## src/rtl/dma_icb_arbiter.sv

```systemverilog
// Two-requester ICB arbiter: round-robin command grant onto one DMA master port,
// with an in-order ID FIFO that steers each response back to its issuer.

module dma_icb_arbiter_idfifo #(
    parameter int DEPTH = 2
) (
    input  logic clk,
    input  logic rst_n,
    input  logic push,
    input  logic push_id,
    input  logic pop,
    output logic head,
    output logic empty,
    output logic full
);
    localparam int PW = (DEPTH > 1) ? $clog2(DEPTH) : 1;
    localparam int CW = $clog2(DEPTH + 1);

    // Storage is rounded up to 2**PW so a depth of 1 still has a legal index.
    logic [(1 << PW)-1:0] ids;
    logic [PW-1:0]        wr_ptr;
    logic [PW-1:0]        rd_ptr;
    logic [CW-1:0]        count;

    assign head  = ids[rd_ptr];
    assign empty = (count == '0);
    assign full  = (count == CW'(DEPTH));

    always_ff @(posedge clk or negedge rst_n) begin
        if (!rst_n) begin
            ids    <= '0;
            wr_ptr <= '0;
            rd_ptr <= '0;
            count  <= '0;
        end else begin
            if (push) begin
                ids[wr_ptr] <= push_id;
                wr_ptr      <= (DEPTH == 1) ? '0 : wr_ptr + 1'b1;
            end
            if (pop)
                rd_ptr <= (DEPTH == 1) ? '0 : rd_ptr + 1'b1;
            case ({push, pop})
                2'b10:   count <= count + 1'b1;
                2'b01:   count <= count - 1'b1;
                default: count <= count;
            endcase
        end
    end
endmodule

module dma_icb_arbiter #(
    parameter int AW         = 32,
    parameter int DW         = 32,
    parameter int OUTS_DEPTH = 2
) (
    input  logic            clk,
    input  logic            rst_n,

    input  logic            m0_icb_cmd_valid,
    output logic            m0_icb_cmd_ready,
    input  logic            m0_icb_cmd_read,
    input  logic [AW-1:0]   m0_icb_cmd_addr,
    input  logic [DW-1:0]   m0_icb_cmd_wdata,
    input  logic [DW/8-1:0] m0_icb_cmd_wmask,
    output logic            m0_icb_rsp_valid,
    input  logic            m0_icb_rsp_ready,
    output logic [DW-1:0]   m0_icb_rsp_rdata,
    output logic            m0_icb_rsp_err,

    input  logic            m1_icb_cmd_valid,
    output logic            m1_icb_cmd_ready,
    input  logic            m1_icb_cmd_read,
    input  logic [AW-1:0]   m1_icb_cmd_addr,
    input  logic [DW-1:0]   m1_icb_cmd_wdata,
    input  logic [DW/8-1:0] m1_icb_cmd_wmask,
    output logic            m1_icb_rsp_valid,
    input  logic            m1_icb_rsp_ready,
    output logic [DW-1:0]   m1_icb_rsp_rdata,
    output logic            m1_icb_rsp_err,

    output logic            dma_icb_cmd_valid,
    input  logic            dma_icb_cmd_ready,
    output logic            dma_icb_cmd_read,
    output logic [AW-1:0]   dma_icb_cmd_addr,
    output logic [DW-1:0]   dma_icb_cmd_wdata,
    output logic [DW/8-1:0] dma_icb_cmd_wmask,
    input  logic            dma_icb_rsp_valid,
    output logic            dma_icb_rsp_ready,
    input  logic [DW-1:0]   dma_icb_rsp_rdata,
    input  logic            dma_icb_rsp_err,

    output logic            arb_busy
);
    logic lock;
    logic lock_id;
    logic rr_ptr;
    logic sel;
    logic full;
    logic empty;
    logic head;
    logic cmd_hs;
    logic rsp_hs;

    // A presented-but-stalled command holds the grant until it handshakes.
    always_comb begin
        sel = 1'b0;
        if (lock)
            sel = lock_id;
        else if (m0_icb_cmd_valid && m1_icb_cmd_valid)
            sel = rr_ptr;
        else if (m1_icb_cmd_valid)
            sel = 1'b1;
    end

    assign dma_icb_cmd_valid = (sel ? m1_icb_cmd_valid : m0_icb_cmd_valid) & ~full;
    assign dma_icb_cmd_read  = sel ? m1_icb_cmd_read  : m0_icb_cmd_read;
    assign dma_icb_cmd_addr  = sel ? m1_icb_cmd_addr  : m0_icb_cmd_addr;
    assign dma_icb_cmd_wdata = sel ? m1_icb_cmd_wdata : m0_icb_cmd_wdata;
    assign dma_icb_cmd_wmask = sel ? m1_icb_cmd_wmask : m0_icb_cmd_wmask;

    assign m0_icb_cmd_ready = ~sel & dma_icb_cmd_ready & ~full;
    assign m1_icb_cmd_ready =  sel & dma_icb_cmd_ready & ~full;

    assign cmd_hs = dma_icb_cmd_valid & dma_icb_cmd_ready;

    always_ff @(posedge clk or negedge rst_n) begin
        if (!rst_n) begin
            lock    <= 1'b0;
            lock_id <= 1'b0;
            rr_ptr  <= 1'b0;
        end else begin
            if (cmd_hs) begin
                lock   <= 1'b0;
                rr_ptr <= ~sel;
            end else if (dma_icb_cmd_valid) begin
                lock    <= 1'b1;
                lock_id <= sel;
            end
        end
    end

    dma_icb_arbiter_idfifo #(
        .DEPTH (OUTS_DEPTH)
    ) u_idfifo (
        .clk     (clk),
        .rst_n   (rst_n),
        .push    (cmd_hs),
        .push_id (sel),
        .pop     (rsp_hs),
        .head    (head),
        .empty   (empty),
        .full    (full)
    );

    // Only the FIFO head's owner sees the response; an unsolicited one is stalled.
    assign m0_icb_rsp_valid  = dma_icb_rsp_valid & ~empty & ~head;
    assign m1_icb_rsp_valid  = dma_icb_rsp_valid & ~empty &  head;
    assign dma_icb_rsp_ready = ~empty & (head ? m1_icb_rsp_ready : m0_icb_rsp_ready);
    assign rsp_hs            = dma_icb_rsp_valid & dma_icb_rsp_ready;

    assign m0_icb_rsp_rdata = dma_icb_rsp_rdata;
    assign m1_icb_rsp_rdata = dma_icb_rsp_rdata;
    assign m0_icb_rsp_err   = dma_icb_rsp_err;
    assign m1_icb_rsp_err   = dma_icb_rsp_err;

    assign arb_busy = m0_icb_cmd_valid | m1_icb_cmd_valid | ~empty;
endmodule

```

## config.mk

```make
export PLATFORM = sky130hd
export DESIGN_NAME = dma_icb_arbiter
export DESIGN_NICKNAME = d
export VERILOG_FILES = /design/src/rtl/dma_icb_arbiter.sv
export SDC_FILE = /design/constraint.sdc
export NUM_CORES = 1
export LEC_CHECK = 0
export BUFFER_PORTS_ARGS = -buffer_cell sky130_fd_sc_hd__clkbuf_2
export CAP_MARGIN = 40
export CELL_PAD_IN_SITES_DETAIL_PLACEMENT = 1
export CELL_PAD_IN_SITES_GLOBAL_PLACEMENT = 1
export CORE_AREA = 3 3 123 125
export CTS_CLUSTER_DIAMETER = 50
export DETAILED_ROUTE_END_ITERATION = 10
export DIE_AREA = 0 0 126 128
export PLACE_DENSITY = 0.79
export SLEW_MARGIN = 20
export SYNTH_ARGS = -nofsm -noshare
export SYNTH_HDL_FRONTEND = slang
export SYNTH_SLANG_ARGS = --single-unit
```

## constraint.sdc

```tcl
create_clock -name clk -period 1.63 [get_ports clk]
set_input_delay 0.4075 -clock clk [delete_from_list [all_inputs] [get_ports clk]]
set_output_delay 0.4075 -clock clk [all_outputs]
set_load 0.1 [all_outputs]
```

# Word-level counts from Yosys, hierarchy flattened
# Cells that the tools add are included.
classes:
  addsub: 4
  mul: 0
  div: 0
  magnitude_cmp: 3
  eq_ne: 3
  shifts: 0
  muxes: 17
  n_bitwise: 18
  reduce_logical: 6
op_table:
  columns: ["cell", "n"]
  rows:
  - ["32-bit 2-to-1 mux", 2]
  - ["1-bit bitwise AND", 11]
  - ["1-bit 2-to-1 mux", 11]
  - ["1-bit NOT", 5]
  - ["2-bit equality test (second input constant)", 2]
  - ["1-bit by 2-bit less-than comparator with 1-bit output (second input constant)", 2]
  - ["4-bit 2-to-1 mux", 1]
  - ["2-bit one-hot mux with 2 select lines", 1]
  - ["2-bit nonzero test", 2]
  - ["1-bit adder (second input constant)", 2]
  - ["2-bit by 1-bit adder with 2-bit output (second input constant)", 1]
  - ["2-bit bitwise mux", 1]
  - ["2-bit by 1-bit equality test with 1-bit output (second input constant)", 1]
  - ["1-bit logical AND", 2]
  - ["2-bit logical NOT", 1]
  - ["1-bit OR", 2]
  - ["2-bit AND reduction", 1]
  - ["2-bit by 1-bit subtractor with 2-bit output (second input constant)", 1]
  - ["1-bit demux with 1-bit select", 1]
  - ["1-bit greater-or-equal comparator (second input constant)", 1]
word_totals:
  ff_bits: 9
  latchBits: 0
  ram_bits: 0
  mem_bits_ro: 0
  input_bits: 179
  output_inout_bits: 142
  word_cells: 58
  n_memories: 0

# Logic depth before layout (Yosys ltp)
depth:
  ltp_word: 8
  ltp_mapped: 7
  ltp_nobuf: 6

# By module
# From an unflattened synthesis, not the netlist that was laid out.
hier_totals:
  cells_unflattened: 195
  hier_area_um2: 2021.9
by_module_without_submodules:
  columns: ["module", "instances", "cells_each", "area_each_um2"]
  rows:
  - ["dma_icb_arbiter", 1, 174, 1754.2]
  - ["dma_icb_arbiter_idfifo", 1, 21, 267.8]

# Worst setup path before layout
# No wires, ideal clock.
synth_path:
  kind: "input to output"
  startpoint: "input m1_icb_cmd_valid"
  endpoint: "output m1_icb_cmd_ready"
  arrival_ns: 2.175
  slack_ns: -0.953
  stages: 5
  n_path_buf: 2
  cell_sequence: "nor2b_1 > a22oi_2 > buf_6 > buf_6 > nor2_1"
synth_via:
  elab_chain_cells: 5
  elab_cells_between_ends: 6
  cone_classes: "3 x mux; 2 x bitwise; 1 x reduce/logical"
synth_lines:
  columns: ["item", "line_no", "text"]
  rows:
  - ["start: declaration", "70", "input logic m1_icb_cmd_valid,"]
  - ["1-bit 2-to-1 mux / 1-bit logical AND (equally long branches)", "111, 109", null]
  - ["1-bit 2-to-1 mux *", "109", "else if (m0_icb_cmd_valid && m1_icb_cmd_valid)"]
  - ["1-bit 2-to-1 mux *", "107", "if (lock)"]
  - ["1-bit bitwise AND * (2 in a row)", "122", "assign m1_icb_cmd_ready = sel & dma_icb_cmd_ready & ~full;"]
  - ["end: declaration", "71", "output logic m1_icb_cmd_ready,"]
# Every way passes the cells marked *; elsewhere a longest branch is shown, timed or not.

# Worst setup path after layout
layout_path:
  startpoint: "register rr_ptr"
  endpoint: "output dma_icb_cmd_addr[11]"
layout_via:
  elab_chain_cells: 3
layout_lines:
  columns: ["item", "line_no", "text"]
  rows:
  - ["start: declaration", "96", "logic rr_ptr;"]
  - ["start signal: assignment", "134", "rr_ptr <= ~sel;"]
  - ["1-bit 2-to-1 mux", "109", null]
  - ["1-bit 2-to-1 mux", "107", null]
  - ["32-bit 2-to-1 mux", "117", "assign dma_icb_cmd_addr = sel ? m1_icb_cmd_addr : m0_icb_cmd_addr;"]
  - ["end: declaration", "84", "output logic [AW-1:0] dma_icb_cmd_addr,"]
# No other way between the ends.

==> metrics.md <==
| Metric | Value |
|---|---|
| Final hold vios | 0 |
| Post-synth ARST share | 100.0% |
| Count of cell types in the netlist | 34 |
| P_leak | 2.403 nW |
| Internal power | 5.772 mW |
| Clock tree from TritonCTS | built |
| Max Cap Viol | 0 |
| Clk_lat worst skew | 0.24 ns |
| Worst-path fanout max | 11 |
| DRC Markers | 0 |
| Cell count after synthesis | 205 |
| Dominant synthesized flop cell | dfrtp_1 |
| Antenna viol nets, final | 0 |
| PortBufs | 221 |
| Final Skew | 0.003521 ns |
| CP delay by family, top | buffers and inverters |
| Cell Chain, Critical Path | nand2b_4 -> a22oi_2 -> buf_4 -> buf_12 -> mux2_4 -> buf_12 |
| Synth top area share | 28.59% |
| Core area | 13,990 um2 |
| Overall Global Routing Usage | 11.77% |
| Sequential-to-total area share from yosys stat | 10.72% |
| # rows | 43 |
| Vias per cell | 3.865 |
| CTS Root Cell | clkbuf_16 |
| Initial DRC count | 46 |
| First-pass DRT Iterations | 4 |
| # hold bufs at CTS | 0 |
| Slew Viols, Final | 0 |
| CP peak stage delay | 0.40 ns |
| Total number of H-tree levels | 1 |
| Design Power | 13.29 mW |
| Largest net degree at the start of global routing | 14 |
| RSZ-0062 raised after global routing | true |
| Number of flops mapped to enable cells by yosys | 0 |
| CTS Sinks | 9 |
| Sw Ratio | 56.58% |
| Worst-case reg-to-reg path depth | 8 |
| Vias | 2,184 |
| Nets | 566 |
| Part of the cycle the worst path needs | 140.0% |
| Commonest cells in the netlist | buf_4 (66), mux2_4 (40), mux2_2 (25) |
| Worst hold-check path type | input pin to async pin |
| Syn Nets | 385 |
| WL per Instance | 18.36 um |
| Final hold slack | 0.03388 ns |
| Slowest cell on crit path | dfrtp_1 |
| Die area | 16,130 um2 |
| CP Capture Type | primary output |
| PD cells | 2866 nW/um2 |
| Worst slew margin | 76.16% |
| Outcome | finished, violations left |
| Setup violators final | 77 |
| Reg power frac | 3.8% |
| Mean Syn Cell Area | 10.25 um2 |
| Req. time, crit path | 1.22 ns |
| # IOs | 321 |
| Cell count along the critical path | 6 |
| Initial Util | 15.02% |
| Cell mode on critical path | buf_12 |
| CTS Buf Count | 3 |
| Post-Syn Area | 2101 um2 |
| Layout cell share with drive strength beyond 1 | 91.43% |
| Yosys top cell by area | mux2_4 |
| Most area-consuming cells after synthesis | mux2_4 (29%), buf_4 (24%), mux2_2 (13%) |
| Worst setup SP type | flop |
| Synth-to-layout area growth | 120.8% |
| Slew @ Worst Pin | 0.3529 ns |
| P_sw | 7.521 mW |
| Synthesized flop and latch total | 9 |
| RePlAce Congestion | 0.8349 |
| HPWL after detailed placement | 9564 um |
| CP arrival | 1.87 ns |
| Most numerous cell in the Yosys netlist | buf_4 |
| Achievable clock frequency | 438.2 MHz |
| Diode count | 0 |
| Combinational power share | 92.9% |
| Min Tclk post-route | 2.282 ns |
| Initial antenna violation count | 0 |
| Clk pwr share | 3.3% |
| CP Class | flop to primary output |
| CP bufs+invs | 3 |
| Synthesis Warnings | 0 |
| CTS Buffer Depth | 2 |
| First-pass GRT wire length | 14,920 um |
| Grt total ovfl | 0 |
| Final worst slack | -0.6522 ns |
| Chip Height | 128 um |
| Worst VDD drop | 1415 uV |
| Floorplan die width | 126 um |
| Wirelength, routed | 10,370 um |
| Clock-pin slew on the worst setup and hold paths | 0.04 ns |
| Failing checks | negative setup slack |
| Vias in the first global route | 2,541 |
## repair_timing
action / CTS / global route
gates resized for setup: 16 / 15
buffers inserted: 3 / 3
pin swaps: 4 / 7
endpoints found under the setup margin: 78 / 79
## stage by stage
stage	setup TNS (ns)	cell area (um2)	setup slack, ns	util [%]	std cells
global route	-50.66	4638	-0.7325	33.16	565
floorplan	-16.25	2270	-0.2350	-	205
CTS	-46.11	4552	-0.6697	32.54	563
detailed placement	-34.02	4393	-0.5071	31.40	556
finish	-44.89	4638	-0.6522	33.16	565
global placement	-32.39	4393	-0.4944	31.40	556
## area by class of cell
type                       instances  area, um2
clock buffer                       3      75.07
sequential                         9      226.5
multi-input combinational        115       1513
inverter                           3      11.26
clock inverter                     1      5.005
tap                              180      225.2
timing repair buffer             254       2582
fill                            1545       9350
## cells by family (layout without fill, tap and decap cells)
| logic type | count (synthesis) | count (layout) | share of synthesized area, % |
|---|---|---|---|
| buf+inv | 81 | 261 | 29.30 |
| mux | 73 | 73 | 46.04 |
| fa+ha+maj | 1 | 1 | 0.5955 |
| compound gates | 15 | 15 | 5.956 |
| simple gates | 21 | 21 | 5.301 |
| flops | 9 | 9 | 10.72 |
| xor+xnor | 5 | 5 | 2.085 |
## flip-flops by register name, summed over array words and instances, names as in the netlist
| register | count |
|---|---|
| u_idfifo.ids | 2 |
| u_idfifo.rd_ptr | 1 |
| lock_id | 1 |
| rr_ptr | 1 |
| u_idfifo.wr_ptr | 1 |
| lock | 1 |
| u_idfifo.count | 2 |
## worst reg2reg max path, delay by kind of cell, from the launching register on
family / cells / cell delay, ns
xor gates and xnor gates: 2 / 0.27
DFF: 1 / 0.39
buffers and inverters: 2 / 0.23
and+or+nand+nor: 1 / 0.04
muxes: 2 / 0.60
adders and majority gates: 1 / 0.18
## metal layers
metal	global-route usage, %	part of all wire, %	vias up
met1	13.42	37	990
met3	3.958	9.7	6
li1	-	-	1010
met5	0	0	-
met2	21.85	52	178
met4	1.577	0.91	0
## power by group through the flow
stage          Combinational (mW)  Clock [mW]  Sequential (mW)
6_report                     12.3       0.441            0.503
5_1_grt                      12.7       0.458            0.531
4_1_cts                      12.2       0.439            0.497
3_5_place_dp                 12.0           0            0.481
3_3_place_gp                 11.8           0            0.480
2_1_floorplan                8.61           0            0.460
## cell usage in the layout, fill, tap and decap left out, drive strengths merged
cell type  instances
o32ai              1
o2111ai            1
and3b              1
mux2i              4
dfrtp              9
o211ai             2
clkinv             1
o31ai              2
nor3               1
a22oi              1
nand2b             2
nor2b              3
o21ai              3
and3               1
mux2              69
o22a               1
ha                 1
nor4               1
clkbuf           148
nor2               7
xor2               2
nand3b             1
or3b               1
o41ai              3
buf              109
a21boi             1
xnor2              3
inv                3
nand2              3
## worst paths after layout
check,start,end,slack [ns]
min reg2reg,u_idfifo.wr_ptr,u_idfifo.wr_ptr,0.52
min in group clk,u_idfifo.wr_ptr,u_idfifo.wr_ptr,0.52
min,rst_n,u_idfifo.count[1],0.03
max,rr_ptr,dma_icb_cmd_addr[11],-0.65
max reg2reg,u_idfifo.rd_ptr,u_idfifo.count[1],-0.21
max in group asynchronous,rst_n,lock,1.37
Note: power is estimated with default switching activity, not from simulation.
